$ cat src/rtl/aes_cbc_axis_arbiter_pkg.sv
// Shared types and constants for the two-channel AES-CBC stream arbiter.
// Latency: n/a (declarations only).
// Backpressure: n/a.
package aes_cbc_axis_arbiter_pkg;

  localparam int AES_BLOCK_SIZE    = 128;
  localparam int AES256_KEY_LENGTH = 256;

  // One-hot so that each state decodes from a single flop.
  typedef enum logic [2:0] {
    ST_IDLE = 3'b001,
    ST_IN   = 3'b010,
    ST_OUT  = 3'b100
  } arb_state_t;

endpackage

$ cat src/rtl/aes_cbc_axis_arbiter_rr.sv
// Two-input round-robin pick: a lone requester wins, a tie goes to the channel not served last.
// Latency: combinational; the parent registers the result.
// Backpressure: none, pure function of the request vector.
module aes_rr_arbiter2
  import aes_cbc_axis_arbiter_pkg::*;
(
  input  logic [1:0] req_i,
  input  logic       last_grant_i,
  output logic       gnt_vld_o,
  output logic       gnt_o
);

  // Channel 1 wins when it is alone, or when both ask and channel 0 was served last.
  always_comb begin
    gnt_vld_o = |req_i;
    gnt_o     = req_i[1] & (~req_i[0] | ~last_grant_i);
  end

endmodule

$ cat src/rtl/aes_cbc_axis_arbiter.sv
// Shares one AES-CBC core between two AXI-Stream requesters, one whole message at a time.
// Latency: 1 cycle to arbitrate, then combinational pass-through in both directions.
// Backpressure: granted input sees core tready; granted output drives core tready; others are held off.
module aes_cbc_axis_arbiter
  import aes_cbc_axis_arbiter_pkg::*;
#(
  parameter int AXIS_WIDTH = 8,
  parameter int CNT_WIDTH  = 16
) (
  input  logic                    clk_i,
  input  logic                    rst_n_i,
  // requester inputs
  input  logic [AXIS_WIDTH-1:0]   s0_tdata_i,
  input  logic [AXIS_WIDTH/8-1:0] s0_tkeep_i,
  input  logic                    s0_tlast_i,
  input  logic                    s0_tuser_i,
  input  logic                    s0_tvalid_i,
  output logic                    s0_tready_o,
  input  logic [AXIS_WIDTH-1:0]   s1_tdata_i,
  input  logic [AXIS_WIDTH/8-1:0] s1_tkeep_i,
  input  logic                    s1_tlast_i,
  input  logic                    s1_tuser_i,
  input  logic                    s1_tvalid_i,
  output logic                    s1_tready_o,
  // requester result streams
  output logic [AXIS_WIDTH-1:0]   m0_tdata_o,
  output logic [AXIS_WIDTH/8-1:0] m0_tkeep_o,
  output logic                    m0_tlast_o,
  output logic                    m0_tvalid_o,
  input  logic                    m0_tready_i,
  output logic [AXIS_WIDTH-1:0]   m1_tdata_o,
  output logic [AXIS_WIDTH/8-1:0] m1_tkeep_o,
  output logic                    m1_tlast_o,
  output logic                    m1_tvalid_o,
  input  logic                    m1_tready_i,
  // core input side
  output logic [AXIS_WIDTH-1:0]   core_s_tdata_o,
  output logic [AXIS_WIDTH/8-1:0] core_s_tkeep_o,
  output logic                    core_s_tlast_o,
  output logic                    core_s_tuser_o,
  output logic                    core_s_tvalid_o,
  input  logic                    core_s_tready_i,
  // core output side
  input  logic [AXIS_WIDTH-1:0]   core_m_tdata_i,
  input  logic [AXIS_WIDTH/8-1:0] core_m_tkeep_i,
  input  logic                    core_m_tlast_i,
  input  logic                    core_m_tvalid_i,
  output logic                    core_m_tready_o,
  // status
  output logic                    grant_o,
  output logic                    busy_o,
  output logic [CNT_WIDTH-1:0]    msg_cnt0_o,
  output logic [CNT_WIDTH-1:0]    msg_cnt1_o
);

  arb_state_t           state_q, state_d;
  logic                 grant_q, grant_d;
  logic                 last_grant_q, last_grant_d;
  logic [CNT_WIDTH-1:0] cnt0_q, cnt0_d, cnt1_q, cnt1_d;
  logic                 arb_vld, arb_gnt;
  logic                 in_open, out_open, in_done, out_done;

  aes_rr_arbiter2 u_rr (
    .req_i        ({s1_tvalid_i, s0_tvalid_i}),
    .last_grant_i (last_grant_q),
    .gnt_vld_o    (arb_vld),
    .gnt_o        (arb_gnt)
  );

  // The output path stays open through ST_IN as well: the core only answers after tlast,
  // so nothing arrives early, but a granted channel must never lose a beat.
  assign in_open  = (state_q == ST_IN);
  assign out_open = (state_q != ST_IDLE);
  assign in_done  = in_open & core_s_tvalid_o & core_s_tready_i & core_s_tlast_o;
  assign out_done = (state_q == ST_OUT) & core_m_tvalid_i & core_m_tready_o & core_m_tlast_i;

  // Input mux: only the granted requester reaches the core, and only while the message is inbound.
  always_comb begin
    core_s_tvalid_o = 1'b0;
    core_s_tdata_o  = '0;
    core_s_tkeep_o  = '0;
    core_s_tlast_o  = 1'b0;
    core_s_tuser_o  = 1'b0;
    s0_tready_o     = 1'b0;
    s1_tready_o     = 1'b0;
    if (in_open) begin
      if (grant_q) begin
        core_s_tvalid_o = s1_tvalid_i;
        core_s_tdata_o  = s1_tdata_i;
        core_s_tkeep_o  = s1_tkeep_i;
        core_s_tlast_o  = s1_tlast_i;
        core_s_tuser_o  = s1_tuser_i;
        s1_tready_o     = core_s_tready_i;
      end else begin
        core_s_tvalid_o = s0_tvalid_i;
        core_s_tdata_o  = s0_tdata_i;
        core_s_tkeep_o  = s0_tkeep_i;
        core_s_tlast_o  = s0_tlast_i;
        core_s_tuser_o  = s0_tuser_i;
        s0_tready_o     = core_s_tready_i;
      end
    end
  end

  // Output demux: core results go back to the granted channel; the other channel reads all zeros.
  always_comb begin
    m0_tvalid_o     = 1'b0;
    m0_tdata_o      = '0;
    m0_tkeep_o      = '0;
    m0_tlast_o      = 1'b0;
    m1_tvalid_o     = 1'b0;
    m1_tdata_o      = '0;
    m1_tkeep_o      = '0;
    m1_tlast_o      = 1'b0;
    core_m_tready_o = 1'b0;
    if (out_open) begin
      if (grant_q) begin
        m1_tvalid_o     = core_m_tvalid_i;
        m1_tdata_o      = core_m_tdata_i;
        m1_tkeep_o      = core_m_tkeep_i;
        m1_tlast_o      = core_m_tlast_i;
        core_m_tready_o = m1_tready_i;
      end else begin
        m0_tvalid_o     = core_m_tvalid_i;
        m0_tdata_o      = core_m_tdata_i;
        m0_tkeep_o      = core_m_tkeep_i;
        m0_tlast_o      = core_m_tlast_i;
        core_m_tready_o = m0_tready_i;
      end
    end
  end

  // Next state: grant from idle, close input on tlast in, release and count on tlast out.
  always_comb begin
    state_d      = state_q;
    grant_d      = grant_q;
    last_grant_d = last_grant_q;
    cnt0_d       = cnt0_q;
    cnt1_d       = cnt1_q;
    case (state_q)
      ST_IDLE: begin
        if (arb_vld) begin
          grant_d = arb_gnt;
          state_d = ST_IN;
        end
      end
      ST_IN: begin
        if (in_done) state_d = ST_OUT;
      end
      ST_OUT: begin
        if (out_done) begin
          state_d      = ST_IDLE;
          last_grant_d = grant_q;
          if (grant_q) cnt1_d = cnt1_q + CNT_WIDTH'(1);
          else         cnt0_d = cnt0_q + CNT_WIDTH'(1);
        end
      end
      default: state_d = ST_IDLE;
    endcase
  end

  // State registers; last_grant starts at 1 so channel 0 wins the first tie.
  always_ff @(posedge clk_i or negedge rst_n_i) begin
    if (!rst_n_i) begin
      state_q      <= ST_IDLE;
      grant_q      <= 1'b0;
      last_grant_q <= 1'b1;
      cnt0_q       <= '0;
      cnt1_q       <= '0;
    end else begin
      state_q      <= state_d;
      grant_q      <= grant_d;
      last_grant_q <= last_grant_d;
      cnt0_q       <= cnt0_d;
      cnt1_q       <= cnt1_d;
    end
  end

  assign busy_o     = out_open;
  assign grant_o    = grant_q;
  assign msg_cnt0_o = cnt0_q;
  assign msg_cnt1_o = cnt1_q;

endmodule

$ cat config.mk
export PLATFORM = sky130hd
export DESIGN_NAME = aes_cbc_axis_arbiter
export DESIGN_NICKNAME = d
export VERILOG_FILES = /design/src/rtl/aes_cbc_axis_arbiter_pkg.sv /design/src/rtl/aes_cbc_axis_arbiter_rr.sv /design/src/rtl/aes_cbc_axis_arbiter.sv
export SDC_FILE = /design/constraint.sdc
export NUM_CORES = 1
export LEC_CHECK = 0
export CORE_MARGIN = 10
export CORE_UTILIZATION = 30
export CTS_CLUSTER_DIAMETER = 100
export DETAILED_ROUTE_END_ITERATION = 8
export PLACE_DENSITY_LB_ADDON = 0.05
export REMOVE_ABC_BUFFERS = 1
export SLEW_MARGIN = 30
export SYNTH_ARGS = -nofsm -noshare
export SYNTH_HDL_FRONTEND = slang
export SYNTH_SLANG_ARGS = --single-unit
export TNS_END_PERCENT = 30
$ cat constraint.sdc
create_clock -name clk_i -period 5.5 [get_ports clk_i]
set_input_delay 0.55 -clock clk_i [delete_from_list [all_inputs] [get_ports clk_i]]
set_output_delay 0.55 -clock clk_i [all_outputs]
set_load 0.005 [all_outputs]
==> flow_metrics.env <==
export IMPL_status="complete, no violations"
export IMPL_period_needed_ns=3.04
export IMPL_grt_pass1_wl_um=10900
export IMPL_cts_resized=0
export IMPL_area_delta_synth_final_pct=60.9
export IMPL_rsz0062_at_grt="false"
export IMPL_numPortBuffers=110
export IMPL_drc=0
export IMPL_worst_r2r_path_depth=4
export IMPL_fillers=656
export IMPL_fp_coreArea_um2=6790
export IMPL_arrival_ns=2.49
export IMPL_vdd_drop_max_uv=105
export IMPL_ys_warn_count=0
export IMPL_ys_seq_area_share_pct=44.1
export IMPL_antenna_found_initial=0
export IMPL_fin_crit_sh_pct=55.2
export IMPL_synth_compound_area_share_pct=3.09
export IMPL_setup_tns_ns=0
export IMPL_powerDensity_nw_per_um2=290
export IMPL_wirelength_um=6610
export IMPL_clock_sinks=37
export IMPL_diodes=0
export IMPL_crit_fanout=24
export IMPL_switching_share_pct=30.8
export IMPL_slew_limit_headroom_pct=37.2
export IMPL_finalMaxSlewViolations=0
export IMPL_syn_area_um2=2110
export IMPL_synth_edf_count=0
export IMPL_overflow=0
export IMPL_antenna_left=0
export IMPL_finalHoldViolations=0
export IMPL_path_class="flop to output port"
export IMPL_clock_path_buffers=2
export IMPL_required_ns=4.95
export IMPL_clockPowerShare_pct=21.5
export IMPL_synth_seq_cells=37
export IMPL_cts_clk_slew_worst_paths_ns=0.07
export IMPL_syn_mean_instance_area_um2=9.85
export IMPL_fp_dieW_um=104
export IMPL_dieHeight_um=104
export IMPL_place_gp_congestion=0.742
export IMPL_start_util_pct=31.0
export IMPL_hpwl_um=5240
export IMPL_holdBufCountCts=0
export IMPL_nets=366
export IMPL_firstDrtPassIters=4
export IMPL_start_kind="flop"
export IMPL_drt_iter0_markers=47
export IMPL_synthXorXnorAreaFrac_pct=12.5
export IMPL_die_area_um2=10800
export IMPL_regToRegSetupSlack_ns=2.97
export IMPL_detail_route_wl_per_cell_um=15.7
export IMPL_worstSetupEndpointType="output port"
export IMPL_max_freq_ghz=0.329
export IMPL_cts_inserted_buffers=5
export IMPL_synth_top_family_by_area="simple AND/OR/NAND/NOR gates"
export IMPL_cts_tree="built"
export IMPL_rr_endpoint="msg_cnt1_o[15]"
export IMPL_clk_latency_ns=0.29
export IMPL_leakagePower_nw=1.45
export IMPL_vias=1919
export IMPL_hold_class="input pin to async pin"
export IMPL_yosysUniqueCellTypes=38
export IMPL_cap_violations=0
export IMPL_finalClockSkew_ns=0.00358
export IMPL_synthAdderAreaFrac_pct=1.19
export IMPL_tightest_slew_ns=0.942
export IMPL_r2r_start="grant_o"
export IMPL_io_pins=111
export IMPL_drive_above_1_share_pct=5.85
export IMPL_power_total_w=0.000982
export IMPL_post_route_cell_area_um2=3390
export IMPL_synthSimpleGateAreaFrac_pct=30.1
export IMPL_power_frac_seq_pct=34.8
export IMPL_setup_violations=0
export IMPL_syn_inst=214
export IMPL_power_switching_w=0.000303
export IMPL_cts_setup_buffers=0
export IMPL_grt_pass1_vias=1977
export IMPL_power_frac_comb_pct=43.7
export IMPL_cts_root_buffer="clkbuf_8"
export IMPL_dpl_cell_area_um2=3290
export IMPL_yosys_mux_area_fraction_pct=6.77
export IMPL_async_reset_ff_share_pct=100
export IMPL_p_int_w=0.000679
export IMPL_grtUsageTotal_pct=12.2
export IMPL_vias_per_cell=4.56
export IMPL_grt_max_degree=38
export IMPL_ctsHtreeMaxLevel=2
export IMPL_num_rows=30
export IMPL_synthFlopType="dfrtp_1"
==> power by group through the flow <==
stage | sequential, W | combinational, W | clock, W
after floorplan | 0.000335 | 0.000180 | 0
after global placement | 0.000348 | 0.000435 | 0
after detailed placement | 0.000347 | 0.000438 | 0
after CTS | 0.000342 | 0.000439 | 0.000218
after global routing | 0.000349 | 0.000469 | 0.000232
final | 0.000341 | 0.000429 | 0.000211
==> cell type report <==
class / count / area [um^2] / share of cell area (%)
Multi-Input combinational cell: 166 / 1130 / 33.3
Timing Repair Buffer: 110 / 1100 / 32.3
Sequential cell: 37 / 928 / 27.4
Tap cell: 96 / 120 / 3.54
Clock buffer: 7 / 96.3 / 2.84
Inverter: 4 / 15.0 / 0.443
Clock inverter: 1 / 5.00 / 0.148
==> through the flow <==
stage | hold slack, ns | utilization [%] | cells | setup WS, ns
CTS | 0.403 | 49.9 | 421 | 2.41
finish | 0.363 | 49.9 | 421 | 2.46
global route | 0.423 | 49.9 | 421 | 2.23
floorplan | 0.254 | - | 207 | 3.48
detailed placement | 0.462 | 48.4 | 413 | 2.73
global placement | 0.460 | 48.4 | 413 | 2.77
==> worst max-delay path: stages, from the launching register on <==
cell             delay, ns
dfrtp_1               0.96
nor2b_1               0.53
and2_1                0.20
clkdlybuf4s50_1       0.51
==> sequential cells by signal, indices dropped and copies added (netlist names) <==
name,count
grant_o,1
last_grant_q,1
msg_cnt0_o,16
msg_cnt1_o,16
state_q,3
==> routing by layer <==
metal	vias up	share of wire, %	GRT usage [%]
li1	950	-	-
met1	887	45	15.0
met2	72	47	19.2
met3	10	7.3	5.33
met4	0	1.4	2.98
met5	-	0	0
==> logic make-up after synthesis <==
group                    Yosys count
AO/OA/AOI/OAI                     10
XOR/XNOR                          30
adder cells (fa/ha/maj)            2
buffers and inverters             11
flip-flops                        37
multiplexers                      14
AND/OR/NAND/NOR                  110
==> cells in the mapped netlist, types with 2 or more instances <==
| cell type | n | share of area [%] |
|---|---|---|
| nor4_1 | 4 | 1.2 |
| and2_1 | 23 | 6.8 |
| nor3_1 | 5 | 1.2 |
| a21oi_1 | 2 | 0.48 |
| xor2_1 | 12 | 5.0 |
| ha_1 | 2 | 1.2 |
| dfrtp_1 | 35 | 42 |
| nand2_1 | 16 | 2.9 |
| inv_1 | 4 | 0.71 |
| clkbuf_1 | 4 | 0.71 |
| mux2_2 | 2 | 1.1 |
| dfstp_2 | 2 | 2.5 |
| mux2i_1 | 12 | 5.7 |
| and4_1 | 2 | 0.83 |
| nor2_1 | 19 | 3.4 |
| o21ai_0 | 4 | 0.95 |
| xnor2_1 | 18 | 7.5 |
| nand3b_1 | 3 | 1.1 |
| nand4_1 | 5 | 1.5 |
| and3_1 | 6 | 1.8 |
| nor2b_1 | 3 | 0.89 |
| nand3_1 | 14 | 3.3 |
| buf_1 | 2 | 0.36 |
==> placed cells by master, fill, tap and decap left out, drive strengths merged, types with 2 or more instances in the layout <==
| master | count |
|---|---|
| nor2 | 19 |
| dfrtp | 35 |
| nand3b | 4 |
| nand4 | 5 |
| inv | 4 |
| xor2 | 12 |
| a21oi | 2 |
| and4 | 2 |
| and3 | 6 |
| nor2b | 3 |
| nand3 | 14 |
| xnor2 | 18 |
| dfstp | 2 |
| mux2 | 2 |
| ha | 2 |
| clkdlybuf4s50 | 109 |
| nand2 | 16 |
| clkbuf | 7 |
| mux2i | 12 |
| nor4 | 5 |
| nor3 | 5 |
| and2 | 23 |
| o21ai | 4 |
==> worst max path at each step <==
| stage | start | to | slack [ns] | cells past startpoint |
|---|---|---|---|---|
| 2_1_floorplan | grant_o | msg_cnt1_o[11] | 3.48 | 4 |
| 3_3_place_gp | grant_o | m1_tvalid_o | 2.77 | 3 |
| 3_5_place_dp | grant_o | m1_tvalid_o | 2.73 | 3 |
| 4_1_cts | grant_o | m1_tvalid_o | 2.41 | 3 |
| 5_1_grt | grant_o | m1_tvalid_o | 2.23 | 3 |
| 6_report | grant_o | m1_tvalid_o | 2.46 | 3 |
No activity file was read; power rests on OpenSTA's default activity.
